`src/rtl/bcd_serial_addsub.sv`:
```
// bcd_serial_addsub: multi-digit packed-BCD adder/subtractor.
// It processes one decimal digit per clock, starting with the least-significant digit.
// Subtraction adds the nine's complement of B and sets the initial carry to ~borrow_in.
// This gives a ten's-complement difference, and the borrow is the inverted final carry.
//
// Ports:
//   clk, rst    - rising-edge clock, synchronous active-high reset
//   start       - request, accepted only while busy=0 (IDLE or DONE)
//   mode        - 0 = a+b, 1 = a-b
//   a, b        - packed-BCD operands, digit 0 in bits [3:0]
//   carry_in    - carry-in (add) / borrow-in (subtract)
//   busy        - high while digits are being processed
//   done        - one-cycle pulse; result/flags valid from this cycle
//   result      - packed-BCD result, held until next accepted start
//   carry_out   - carry-out (add) / borrow-out (subtract)
//   invalid     - a captured operand digit was >9 (result forced to zero)
module bcd_serial_addsub #(
    parameter int DIGITS = 4
) (
    input  logic                  clk,
    input  logic                  rst,
    input  logic                  start,
    input  logic                  mode,
    input  logic [4*DIGITS-1:0]   a,
    input  logic [4*DIGITS-1:0]   b,
    input  logic                  carry_in,
    output logic                  busy,
    output logic                  done,
    output logic [4*DIGITS-1:0]   result,
    output logic                  carry_out,
    output logic                  invalid
);

    localparam int W  = 4 * DIGITS;
    localparam int IW = (DIGITS > 1) ? $clog2(DIGITS) : 1;

    typedef enum logic [1:0] {S_IDLE, S_RUN, S_DONE} state_t;

    state_t          state, state_nxt;
    logic [W-1:0]    a_q, b_q;
    logic            mode_q;
    logic [IW-1:0]   idx;
    logic            c;
    logic            accept;
    logic            last;

    logic [3:0]      a_dig, b_dig, bd, dig;
    logic [4:0]      s;
    logic            c_nxt;

    function automatic logic has_bad_digit(input logic [W-1:0] v);
        logic bad;
        bad = 1'b0;
        for (int i = 0; i < DIGITS; i++)
            if (v[4*i +: 4] > 4'd9) bad = 1'b1;
        return bad;
    endfunction

    assign accept = start && (state != S_RUN);
    assign last   = (idx == IW'(DIGITS - 1));
    assign busy   = (state == S_RUN);
    assign done   = (state == S_DONE);

    always_ff @(posedge clk) begin
        if (rst) state <= S_IDLE;
        else     state <= state_nxt;
    end

    always_comb begin
        state_nxt = state;
        case (state)
            S_IDLE:  if (accept) state_nxt = S_RUN;
            S_RUN:   if (last)   state_nxt = S_DONE;
            S_DONE:  state_nxt = accept ? S_RUN : S_IDLE;
            default: state_nxt = S_IDLE;
        endcase
    end

    // One decimal digit step: s = a_i + bd + c, with a +6 correction when s exceeds 9.
    always_comb begin
        a_dig = a_q[4*idx +: 4];
        b_dig = b_q[4*idx +: 4];
        bd    = mode_q ? (4'd9 - b_dig) : b_dig;
        s     = {1'b0, a_dig} + {1'b0, bd} + {4'b0, c};
        if (s > 5'd9) begin
            dig   = 4'(s + 5'd6);
            c_nxt = 1'b1;
        end else begin
            dig   = s[3:0];
            c_nxt = 1'b0;
        end
    end

    always_ff @(posedge clk) begin
        if (rst) begin
            a_q       <= '0;
            b_q       <= '0;
            mode_q    <= 1'b0;
            idx       <= '0;
            c         <= 1'b0;
            result    <= '0;
            carry_out <= 1'b0;
            invalid   <= 1'b0;
        end else if (accept) begin
            a_q       <= a;
            b_q       <= b;
            mode_q    <= mode;
            idx       <= '0;
            c         <= mode ? ~carry_in : carry_in;
            result    <= '0;
            carry_out <= 1'b0;
            invalid   <= has_bad_digit(a) | has_bad_digit(b);
        end else if (state == S_RUN) begin
            result[4*idx +: 4] <= dig;
            c   <= c_nxt;
            idx <= idx + 1'b1;
            if (last) begin
                // Bad operands still take the full latency, but the result is forced to zero.
                carry_out <= invalid ? 1'b0 : (mode_q ? ~c_nxt : c_nxt);
                if (invalid) result <= '0;
            end
        end
    end

endmodule

```
`config.mk`:
```
export PLATFORM = sky130hd
export DESIGN_NAME = bcd_serial_addsub
export DESIGN_NICKNAME = d
export VERILOG_FILES = /design/src/rtl/bcd_serial_addsub.sv
export SDC_FILE = /design/constraint.sdc
export NUM_CORES = 1
export LEC_CHECK = 0
export CAP_MARGIN = 20
export CORE_AREA = 2 2 76 78
export CTS_CLUSTER_DIAMETER = 120
export DETAILED_ROUTE_END_ITERATION = 8
export DIE_AREA = 0 0 78 80
export GPL_TIMING_DRIVEN = 0
export PLACE_DENSITY = 0.83
export SYNTH_ARGS = -nofsm -noshare
export SYNTH_HDL_FRONTEND = slang
export SYNTH_SLANG_ARGS = --single-unit
export TNS_END_PERCENT = 5
```
`constraint.sdc`:
```
create_clock -name clk -period 4.7 [get_ports clk]
set_input_delay 0.94 -clock clk [delete_from_list [all_inputs] [get_ports clk]]
set_output_delay 0.94 -clock clk [all_outputs]
set_load 0.03 [all_outputs]
```
; Word-level counts from Yosys, hierarchy flattened
; Cells that the tools add are included.
[word_totals]
ram_bits = 0
output_inout_bits = 20
input_bits = 37
wordCells = 70
rom_bits = 0
latch_bits = 0
reg_bits = 56
mem_count = 0
[classes]
n_reduce_logical = 6
order_cmp = 9
n_shift = 4
div_mod_pow = 0
n_mux = 27
eq_ne = 6
bitwise = 3
n_mul = 0
addsub = 6
[ops]
columns = operator, n
row1 = 4-bit negation with 34-bit output, 1
row2 = 4-bit by 34-bit variable shift with 16-bit output (first input constant), 1
row3 = 4-bit by 34-bit variable part select with 16-bit output, 1
row4 = 4-bit > comparator (second input constant), 8
row5 = 16-bit two-way mux, 2
row6 = 16-bit by 5-bit variable part select with 4-bit output, 2
row7 = 1-bit two-way mux, 19
row8 = 16-bit bitwise mux, 1
row9 = 4-bit two-way mux, 2
row10 = 2-bit case mux with 3 select lines, 1
row11 = 4-bit by 4-bit adder with 5-bit output, 1
row12 = 5-bit by 1-bit adder with 5-bit output, 1
row13 = 5-bit by 4-bit > comparator with 1-bit output (second input constant), 1
row14 = 4-bit by 3-bit adder with 4-bit output (second input constant), 1
row15 = 2-bit == test (second input constant), 2
row16 = 2-bit two-way mux, 2
row17 = 2-bit by 1-bit != test with 1-bit output (second input constant), 2
row18 = 2-bit AND reduction, 2
row19 = 4-bit subtractor (first input constant), 1
row20 = 2-bit by 1-bit adder with 2-bit output (second input constant), 1
row21 = 2-bit by 1-bit == test with 1-bit output (second input constant), 1
row22 = 2-bit zero test, 1
row23 = 2-bit != test (second input constant), 1
row24 = 1-bit inverter, 2
row25 = 4 further kinds, 4

; Longest topological paths before layout
[logic_depth]
ltp_word = 11
depth_mapped = 13

; Least setup slack after synthesis
; Ideal clock, no wire load.
[synth_timing]
path_kind = register -> register
start = register idx[1]
end = register result[2]
stages_incl_launch_ff = 13
t_arrival_ps = 3118
path_buffers = 1
setup_slack_ps = 1465
required_time_ps = 4583
setup_time_ps = 117
path_cell_list = dfxtp_1 -> buf_2 -> mux4_2 -> xnor2_1 -> fa_1 -> inv_1 -> fa_1 -> xnor2_1 -> ha_1 -> a22oi_1 -> a31oi_4 -> mux2i_1 -> a22o_1
[synth_via]
elab_chain_len = 11
word_cells_on_any_way = 16
[synth_rtl]
columns = element, line_no
row1 = from (decl), 42  ; logic [IW-1:0] idx;
row2 = from (signal assigned), 116  ; idx <= idx + 1'b1;
row3 = 16-bit by 5-bit variable part select with 4-bit output, 82  ; b_dig = b_q[4*idx +: 4];
row4 = 4-bit subtractor, 83  ; bd = mode_q ? (4'd9 - b_dig) : b_dig;
row5 = 4-bit two-way mux, 83
row6 = 4-bit by 4-bit adder with 5-bit output, 84  ; s = {1'b0, a_dig} + {1'b0, bd} + {4'b0, c};
row7 = 5-bit by 1-bit adder with 5-bit output, 84
row8 = 4-bit by 3-bit adder with 4-bit output or 5-bit by 4-bit > comparator with 1-bit output (tied branches), "86, 85"
row9 = 4-bit two-way mux, 85  ; if (s > 5'd9) begin
row10 = 4-bit by 34-bit variable part select with 16-bit output, 114  ; result[4*idx +: 4] <= dig;
row11 = 16-bit bitwise mux, 114
row12 = 16-bit two-way mux, 120  ; if (invalid) result <= '0;
row13 = 16-bit two-way mux *, 117  ; if (last) begin
row14 = "to (signal, indexed assignment)", 114
row15 = to (decl), 29  ; output logic [4*DIGITS-1:0] result,
; Every way passes the cells marked *; elsewhere a longest branch is shown, timed or not.
; A chain may end at the register's enable or synchronous reset.

; Worst setup path in the final report
; Same ends and word-level chain as after synthesis.

==> flow_summary.ini <==
[cts]
clock-sinks = 56
cts_hold_buffers = 0
cts_tree = done
clockBufferDepth = 2
cts_root_buffer = clkbuf_8
post_cts_resized = 0
cts_buffers = 5
cts_setup_buffers = 0
clock_latency_ps = 310
path_clk_slew_ps = 90
htreeDepth = 2

[power]
internal-power_w = 0.0007193
power_frac_seq = 0.504
pwr-share-comb = 0.231
p_per_area_nw_per_um2 = 299.2
p_sw_frac = 0.2889
ir_drop_mv = 0.1908
leakagePower_nw = 1.279
pwr-share-clk = 0.265
p_switching_w = 0.0002922

[setup_path]
cp-end-kind = flop
slowest_stage = mux4_2
critPathTopFamily = multiplexers
critPathMaxFanout = 9
worstSetupPathType = reg -> reg
required_ps = 4950
crit_chain = buf_2, mux4_2, xnor2_1, fa_1, inv_1, fa_1, xnor2_1, ha_1, a22oi_1, a31oi_4, mux2i_1, a22o_1
critPathBufInv = 2
crit_arrival_ps = 3950
max_stage_delay_ps = 560
start_kind = flop

[timing]
fin_crit_ps = 3695
holdWs_ps = 459.3
finalSetupViolCount = 0
setup_tns_ps = 0
rsz0062_at_grt = no
fin_crit_sh = 0.7863
hold_viol_final = 0
skew_ps = 6.289
maxSlewViolCount = 0
tightest_slew_ps = 567.4
relSlewSlack = 0.6217
fmaxAchievable_mhz = 270.6

[logic_synthesis]
avgSynthCellArea_um2 = 8.499
synthCells = 313
synth-simple-area-share = 0.1976
ys_ff_latch = 56
yosys_warnings = 0
synth_cell_types = 39
syn-num-nets = 363
syn_area_um2 = 2660
synthTopCellsByArea = dfxtp_1 42%, nand2_1 12%, a21oi_1 7.5%, mux4_2 6.8%, ha_1 5.2%
synth_top_area_frac = 0.4214
synth_xor_area_frac = 0.01976
synthMuxAreaShare = 0.07150
yosys.area_share.adder = 0.06679
yosys.area.top_type = dfxtp_1
ys_seq_area_frac = 0.4214
synth_top_family_by_area = simple AND/OR/NAND/NOR gates
synth-compound-area-share = 0.1820

[global_route]
overflow = 0
grtUsageTotal = 0.2069
grt_max_degree = 16
grt_pass1_vias = 2270
antenna_found_initial = 0
grt_pass1_wl_um = 10260

[detailed_routing]
drc = 0
wl_per_cell_um = 14.03
ant_nets = 0
drtIter0Drc = 209
drt-pass1-iter-count = 4
num_vias = 2433
routed_via_density = 5.443
wirelength_um = 6270

[layout]
final_core_util = 0.6255
nets = 424
mostFrequentLayoutCells = 82 x nand2_1, 56 x dfxtp_1, 54 x clkdlybuf4s50_1
multiInputGateArea_um2 = 1430
nFillCells = 477
drive_above_1_share = 0.05600
regArea_um2 = 1121
antenna_cells = 0
layout_commonest_cell = nand2_1
area_growth_pct = 27.09

[floorplan]
pin_count = 57
dieArea_um2 = 6240
initial_core_util = 0.4921
die_w_um = 78
num_rows = 27
core_area_um2 = 5405
fp.dieH_um = 80

[flow_run]
drv_cap = 0

[placement]
dp_hpwl_um = 4817
io_buffers = 54
place_congestion = 0.8532

[min_path]
hp-class = reg -> reg

[status]
outcome = finished clean
[layer usage]
metal	global-route usage	vias up	wire length (µm)
met3	0.03846	10	355
met5	0	-	0
met1	0.2630	1153	2706
met4	0.07193	0	112
li1	-	1201	-
met2	0.3534	69	3095
[synth_stat cells (all sizes together)]
cell type,number
nand2b,1
a31oi,2
nor3b,3
and4b,1
o41ai,1
clkbuf,14
ha,11
a22oi,3
nor2,12
nand3,3
a21o,3
o21ai,20
o211ai,1
inv,11
nor4bb,1
nor3,4
a22o,8
buf,3
dfxtp,56
nand4,2
mux4,8
nand2,82
xor2,1
o21bai,1
and3b,1
mux2i,1
nor2b,2
xnor2,5
or3,2
and3,4
a211oi,2
and2,2
a21oi,40
fa,2
[stage by stage]
step	cell area [µm²]	total power [W]	cells	setup slack, ps
floorplan	2660	0.0006715	313	1465
global placement	3291	0.0007452	439	1091
detailed placement	3291	0.0007527	439	1025
CTS	3381	0.001015	447	998.0
global route	3381	0.001065	447	707.7
finish	3381	0.001011	447	1005
[sequential cells by signal (all words and copies together) (netlist names)]
| register | flops |
|---|---|
| a_q | 16 |
| b_q | 16 |
| result | 16 |
| idx | 2 |
| state | 2 |
| c | 1 |
| carry_out | 1 |
| invalid | 1 |
| mode_q | 1 |
[layout make-up]
class / instances / area share
Multi-Input combinational cell: 229 / 0.4230
Sequential cell: 56 / 0.3316
Timing Repair Buffer: 54 / 0.1599
Clock buffer: 8 / 0.02665
Tap cell: 72 / 0.02665
Buffer: 17 / 0.01999
Inverter: 11 / 0.01221
[power by group through the flow]
stage / Combinational, W / Sequential [W] / Clock (W)
detailed placement: 0.000232 / 0.000520 / 0
floorplan: 0.000149 / 0.000522 / 0
finish: 0.000234 / 0.000510 / 0.000268
global route: 0.000259 / 0.000513 / 0.000293
CTS: 0.000233 / 0.000509 / 0.000273
global placement: 0.000226 / 0.000519 / 0
[cells by family after synthesis]
logic type | Yosys count
buffers and inverters | 28
and+or+nand+nor | 120
DFF | 56
xor gates and xnor gates | 6
adders and majority gates | 13
AOI/OAI and AO/OA | 81
muxes | 9
[worst paths after layout]
check	startpoint	endpoint	slack (ps)	depth (start not counted)
worst max-delay path	idx[1]	result[2]	1000	12
worst min-delay path	b_q[0]	b_q[0]	460	2
worst max register to register	idx[1]	result[2]	1000	12
worst min register to register	b_q[0]	b_q[0]	460	2
[tightest hold or removal path, delay by kind of cell, from the launching register on]
family / cells / cell delay, ps
simple gates: 1 / 50
compound gates: 1 / 50
flops: 1 / 320
(Power assumes the default switching activity.)
